--- src/rtl/astar_pkg.sv ---
// Shared grid constants, direction codes and neighbour stepping for the A* engine and its consumers.
package astar_pkg;

  localparam int unsigned GRID_SIZE  = 16;
  localparam int unsigned COORD_BITS = 4;
  localparam int unsigned NODES      = GRID_SIZE * GRID_SIZE;
  localparam int unsigned NODE_BITS  = 2 * COORD_BITS;

  typedef logic [COORD_BITS-1:0] coord_t;

  localparam logic [3:0] DIR_UP    = 4'd0;
  localparam logic [3:0] DIR_DOWN  = 4'd1;
  localparam logic [3:0] DIR_LEFT  = 4'd2;
  localparam logic [3:0] DIR_RIGHT = 4'd3;
  localparam logic [3:0] DIR_UL    = 4'd4;
  localparam logic [3:0] DIR_UR    = 4'd5;
  localparam logic [3:0] DIR_DL    = 4'd6;
  localparam logic [3:0] DIR_DR    = 4'd7;
  localparam logic [3:0] DIR_START = 4'd8;

  typedef struct packed {
    coord_t x;
    coord_t y;
    logic   in_bounds;
  } nbr_t;

  function automatic logic [NODE_BITS-1:0] node_index(input coord_t x, input coord_t y);
    return {y, x};
  endfunction

  // y grows downward, so "up" is y-1; off-grid neighbours never wrap.
  function automatic nbr_t nbr_step(input coord_t x, input coord_t y, input logic [2:0] idx);
    int   dx;
    int   dy;
    int   sx;
    int   sy;
    nbr_t r;
    dx = 0;
    dy = 0;
    case (idx)
      3'd0: dy = -1;
      3'd1: dy = 1;
      3'd2: dx = -1;
      3'd3: dx = 1;
      3'd4: begin dx = -1; dy = -1; end
      3'd5: begin dx = 1;  dy = -1; end
      3'd6: begin dx = -1; dy = 1;  end
      default: begin dx = 1; dy = 1; end
    endcase
    sx = int'(x) + dx;
    sy = int'(y) + dy;
    r.in_bounds = (sx >= 0) && (sx < int'(GRID_SIZE)) && (sy >= 0) && (sy < int'(GRID_SIZE));
    r.x = sx[COORD_BITS-1:0];
    r.y = sy[COORD_BITS-1:0];
    return r;
  endfunction

endpackage

--- src/rtl/astar_nbr_gen.sv ---
// Combinational neighbour generator: cell plus scan index to neighbour cell and bounds flag.
module astar_nbr_gen
  import astar_pkg::*;
(
  input  logic [COORD_BITS-1:0] x,
  input  logic [COORD_BITS-1:0] y,
  input  logic [2:0]            idx,
  output logic [COORD_BITS-1:0] nx,
  output logic [COORD_BITS-1:0] ny,
  output logic                  in_bounds
);

  nbr_t n;

  always_comb begin
    n         = nbr_step(x, y, idx);
    nx        = n.x;
    ny        = n.y;
    in_bounds = n.in_bounds;
  end

endmodule

--- src/rtl/astar_path_tracer.sv ---
// Walks the engine's unordered path bitmap from start to goal and streams ordered waypoints.
module astar_path_tracer
  import astar_pkg::*;
#(
  parameter int unsigned MAX_STEPS = 255
) (
  input  logic                         clk,
  input  logic                         rst,
  input  logic                         start,
  input  logic [COORD_BITS-1:0]        start_x,
  input  logic [COORD_BITS-1:0]        start_y,
  input  logic [COORD_BITS-1:0]        goal_x,
  input  logic [COORD_BITS-1:0]        goal_y,
  input  logic [GRID_SIZE*GRID_SIZE-1:0] path_map,
  input  logic [7:0]                   path_length,
  output logic                         out_valid,
  input  logic                         out_ready,
  output logic [COORD_BITS-1:0]        out_x,
  output logic [COORD_BITS-1:0]        out_y,
  output logic [3:0]                   out_dir,
  output logic                         out_last,
  output logic                         busy,
  output logic                         done,
  output logic                         error,
  output logic                         length_mismatch,
  output logic [7:0]                   steps_emitted
);

  typedef enum logic [2:0] {IDLE, CHECK, EMIT, SCAN, FINISH, ERR} state_t;

  state_t                state;
  logic [NODES-1:0]      map_q;
  logic [NODES-1:0]      visited;
  logic [COORD_BITS-1:0] sx_q, sy_q, gx_q, gy_q;
  logic [7:0]            plen_q;
  logic [2:0]            idx;
  logic [COORD_BITS-1:0] nx, ny;
  logic                  nbr_ok;
  logic [NODE_BITS-1:0]  nbr_node;
  logic                  cand_ok;

  // out_x/out_y double as the current cell, so the scan is always relative to the last waypoint.
  astar_nbr_gen u_nbr (
    .x         (out_x),
    .y         (out_y),
    .idx       (idx),
    .nx        (nx),
    .ny        (ny),
    .in_bounds (nbr_ok)
  );

  assign nbr_node = node_index(nx, ny);
  assign cand_ok  = nbr_ok && map_q[nbr_node] && !visited[nbr_node];

  always_ff @(posedge clk or posedge rst) begin
    if (rst) begin
      state           <= IDLE;
      map_q           <= '0;
      visited         <= '0;
      sx_q            <= '0;
      sy_q            <= '0;
      gx_q            <= '0;
      gy_q            <= '0;
      plen_q          <= '0;
      idx             <= '0;
      out_valid       <= 1'b0;
      out_x           <= '0;
      out_y           <= '0;
      out_dir         <= '0;
      out_last        <= 1'b0;
      busy            <= 1'b0;
      done            <= 1'b0;
      error           <= 1'b0;
      length_mismatch <= 1'b0;
      steps_emitted   <= '0;
    end else begin
      case (state)
        IDLE: begin
          done <= 1'b0;
          if (start) begin
            map_q           <= path_map;
            sx_q            <= start_x;
            sy_q            <= start_y;
            gx_q            <= goal_x;
            gy_q            <= goal_y;
            plen_q          <= path_length;
            error           <= 1'b0;
            length_mismatch <= 1'b0;
            steps_emitted   <= '0;
            busy            <= 1'b1;
            state           <= CHECK;
          end
        end
        CHECK: begin
          if (!map_q[node_index(sx_q, sy_q)] || !map_q[node_index(gx_q, gy_q)]) begin
            state <= ERR;
          end else begin
            out_x     <= sx_q;
            out_y     <= sy_q;
            out_dir   <= DIR_START;
            out_last  <= (sx_q == gx_q) && (sy_q == gy_q);
            visited   <= '0;
            visited[node_index(sx_q, sy_q)] <= 1'b1;
            out_valid <= 1'b1;
            state     <= EMIT;
          end
        end
        EMIT: begin
          if (out_ready) begin
            out_valid     <= 1'b0;
            steps_emitted <= (steps_emitted == 8'hFF) ? 8'hFF : steps_emitted + 8'd1;
            if (out_last) begin
              state <= FINISH;
            end else if (({1'b0, steps_emitted} + 9'd1) == 9'(MAX_STEPS)) begin
              state <= ERR;
            end else begin
              idx   <= '0;
              state <= SCAN;
            end
          end
        end
        SCAN: begin
          if (cand_ok) begin
            out_x             <= nx;
            out_y             <= ny;
            out_dir           <= {1'b0, idx};
            out_last          <= (nx == gx_q) && (ny == gy_q);
            visited[nbr_node] <= 1'b1;
            out_valid         <= 1'b1;
            state             <= EMIT;
          end else if (idx == 3'd7) begin
            state <= ERR;
          end else begin
            idx <= idx + 3'd1;
          end
        end
        FINISH: begin
          done            <= 1'b1;
          busy            <= 1'b0;
          length_mismatch <= (steps_emitted != plen_q);
          state           <= IDLE;
        end
        ERR: begin
          error     <= 1'b1;
          done      <= 1'b1;
          busy      <= 1'b0;
          out_valid <= 1'b0;
          state     <= IDLE;
        end
        default: state <= IDLE;
      endcase
    end
  end

endmodule

--- config.mk ---
export PLATFORM = sky130hd
export DESIGN_NAME = astar_path_tracer
export DESIGN_NICKNAME = d
export VERILOG_FILES = /design/src/rtl/astar_pkg.sv /design/src/rtl/astar_nbr_gen.sv /design/src/rtl/astar_path_tracer.sv
export SDC_FILE = /design/constraint.sdc
export NUM_CORES = 2
export LEC_CHECK = 0
export CORE_MARGIN = 5
export CORE_UTILIZATION = 50
export DETAILED_ROUTE_END_ITERATION = 12
export GPL_ROUTABILITY_DRIVEN = 0
export PLACE_DENSITY_LB_ADDON = 0.05
export SLEW_MARGIN = 20
export SYNTH_ARGS = -nofsm -noshare
export SYNTH_HDL_FRONTEND = slang
export SYNTH_HIERARCHICAL = 1
export SYNTH_SLANG_ARGS = --single-unit
--- constraint.sdc ---
create_clock -name clk -period 16 [get_ports clk]
set_input_delay 1.6 -clock clk [delete_from_list [all_inputs] [get_ports clk]]
set_output_delay 1.6 -clock clk [all_outputs]
set_load 0.1 [all_outputs]
==> impl_metrics.yaml <==
pwr:
  irDropWorstVdd_mv: 0.322
  p_leak_uw: 0.0175
  power_switching_uw: 5280
  swShare: 0.516
  internal_power_uw: 4940
  powerDensity_mw_per_mm2: 251
  pwr-share-comb: 0.619
  seq_power_share: 0.224
  clkPwrFrac: 0.157
synthesis:
  synth-edff-count: 0
  synth_top_cell_area_share: 0.406
  yosysTopAreaCell: "dfrtp_1"
  synthesis.area_mm2: 0.0350
  synthFlopType: "dfrtp_1"
  ys_top_cells_by_area: "dfrtp_1 (41%), mux4_2 (11%), nand2_1 (10%), mux2i_1 (4.9%), o21a_1 (4.9%)"
  syn-num-nets: 4147
  yosys_warnings: 6
  synthArstFlopShare: 1.00
  ys_types: 73
  synth_area_per_cell_um2: 9.13
  yosysSeqAreaShare: 0.406
  synth-seq-cells: 568
  synth_cells: 3830
critical_path:
  crit_family: "buffers and inverters"
  worstSetupPathType: "reg -> reg"
  crit_path_max_fanout: 100
  crit_path_end_kind: "register"
  worst_ep_arrival_time_ns: 8.31
  cp_common_cell: "buf_4"
  startpoint_type: "register"
  crit_path_start: "idx[1]$_DFFE_PP0P_"
  timing.rr.start: "idx[1]$_DFFE_PP0P_"
  reg2reg_depth: 19
  worstPathRequired_ns: 16.56
  path_cells: "or2_1 > and2b_1 > inv_1 > fa_1 > xnor2_2 > buf_4 > buf_4 > nor2b_2 > buf_4 > a22oi_1 > nand3_1 > a41oi_1 > o41ai_1 > nor4bb_1 > and3_1 > buf_4 > or2_4 > buf_4 > o221a_2"
  path_buf_inv: 6
  r2r_slack_ns: 8.26
  slowest_stage: "buf_4"
  cpPeakStageDelay_ns: 0.98
  reg2reg_to: "visited[142]$_DFFE_PP0P_"
final_layout:
  area_growth_pct: 16.5
  drive_gt1_frac: 0.106
  final_common_cell: "nand2_1"
  final_cell_mix: "nand2_1 (933), dfrtp_1 (562), nor2_1 (432)"
  nets: 4237
die:
  start_util: 0.502
  dieHeight_um: 274
  rows: 97
  num_io_pins: 310
  dieWidth_um: 274
  die-area_mm2: 0.0753
  core_area_mm2: 0.0697
global_routing:
  grt_pass1_wl_um: 201000
  grt_usage: 0.351
  grt_overflow_total: 0
  grt_start_max_net_pins: 251
  grt_pass1_vias: 32080
  antenna_found_initial: 0
clocking:
  cts_tree: "yes"
  post-cts-setup-buffers: 0
  clk_pin_slew_ns: 0.06
  hold_buffers: 0
  cts_max_level: 3
  root_buffer: "clkbuf_16"
  clockBufferDepth: 3
  clock_sinks: 568
  numCtsBuffers: 66
  clkLatencyLatePin_ns: 0.62
  cts_resized: 0
routing:
  drtIter0Drc: 4602
  dr_total_vias: 32410
  first_pass_iters: 8
  drt-vias-per-instance: 6.60
  drt_drc_violations_left: 0
  wirelength_um: 135000
  antenna_left: 0
  wl_per_cell_um: 27.4
timing:
  slew_viol_final: 0
  fmax_mhz: 129
  max-slew-margin-rel: 0.165
  hold_violations: 0
  finClkSkew_ns: 0.0219
  setup_ws_ns: 8.26
  grt_setup_unrepaired: "no"
  fin_setup_tns_ns: 0
  finalSetupViolCount: 0
  finalCritPeriodShare: 0.484
  worst_slew_pin_slew_ns: 1.25
  period_minus_slack_ns: 7.74
worst_hold_path:
  worst_hold_path.num_cells: 2
  worstHoldStart: "gx_q[2]$_DFFE_PP0P_"
  hold_end: "gx_q[2]$_DFFE_PP0P_"
  hold_class: "reg -> reg"
job:
  maxCapViolCount: 0
outcome:
  outcome: "completed"
place:
  port_buffers: 309
  pre_cts_slack_ns: 8.50
  dp_hpwl_um: 90400
[power by group through the flow]
stage	sequential, uW	combinational (uW)	clock [uW]
final	2290	6330	1610
after global routing	2340	6570	1680
after CTS	2270	6130	1620
after detailed placement	2300	6110	0
after global placement	2270	6010	0
after floorplan	2200	4130	0
[state kept, by name, summed over array words and instances (netlist names)]
register	count
plen_q	8
out_dir	4
out_valid	1
idx	3
out_last	1
gx_q	4
state	3
gy_q	4
steps_emitted	8
out_y	4
busy	1
out_x	4
map_q	256
error	1
sy_q	4
sx_q	4
done	1
length_mismatch	1
visited	256
[worst register-to-register path: stages (launching register included)]
cell and delay [ns]:
dfrtp_1 0.43, or2_1 0.19, and2b_1 0.52, inv_1 0.16
fa_1 0.48, xnor2_2 0.18, buf_4 0.31, buf_4 0.65
nor2b_2 0.43, buf_4 0.37, a22oi_1 0.17, nand3_1 0.12
a41oi_1 0.13, o41ai_1 0.51, nor4bb_1 0.41, and3_1 0.22
buf_4 0.26, or2_4 0.80, buf_4 1.03, o221a_2 0.35
[synthesized netlist by cell type (34+ instances only)]
master / count
dfrtp_1: 568
a22oi_1: 78
o21a_1: 228
nor2b_1: 34
mux2i_1: 171
nor3_1: 48
nand3_1: 68
nand2_1: 933
buf_2: 83
clkbuf_1: 224
o22ai_1: 231
a31oi_1: 77
buf_1: 37
mux4_2: 178
nor2_1: 433
[cells by family (layout without fill, tap and decap cells)]
logic type,count (synthesis),after routing,synth area share
compound gates,779,779,0.157
xor+xnor,29,29,0.00726
fa+ha+maj,33,33,0.0122
buf+inv,383,523,0.0462
flops,568,568,0.406
mux,377,377,0.173
other cells,0,1,0
simple gates,1661,1661,0.199
[layer usage]
metal / track usage / part of all wire / vias up
li1: - / - / 13827
met1: 0.454 / 0.37 / 16057
met2: 0.538 / 0.45 / 2006
met3: 0.0772 / 0.097 / 520
met4: 0.217 / 0.075 / 0
met5: 0 / 0 / -
[layout make-up]
type / instances / area [um2]
fill: 6094 / 28900
multi-input combinational: 2879 / 19200
sequential: 568 / 14200
timing repair buffer: 378 / 3710
clock buffer: 94 / 1970
tap: 940 / 1180
clock inverter: 24 / 308
inverter: 27 / 105
antenna: 1 / 2.50
[metrics by stage]
step                instance area (um2)  utilization  total power (uW)  cells  hold WS [ns]
CTS                               40700        0.584             10000   4906         0.482
detailed placement                38400        0.551              8410   4788         0.468
floorplan                         35000            -              6320   3830         0.467
global placement                  38400        0.551              8280   4788         0.464
global route                      40700        0.585             10600   4910         0.499
finish                            40700        0.585             10200   4911         0.480
[worst max path at each step]
stage / slack (ns) / end / cells past startpoint
final: 8.26 / visited[142]$_DFFE_PP0P_ / 19
after global routing: 7.93 / visited[143]$_DFFE_PP0P_ / 19
after CTS: 8.49 / visited[142]$_DFFE_PP0P_ / 19
after detailed placement: 8.50 / visited[142]$_DFFE_PP0P_ / 19
after global placement: 8.72 / visited[142]$_DFFE_PP0P_ / 19
after floorplan: 6.66 / busy$_DFFE_PP0P_ / 1
Note: power is estimated with default switching activity, not from simulation.
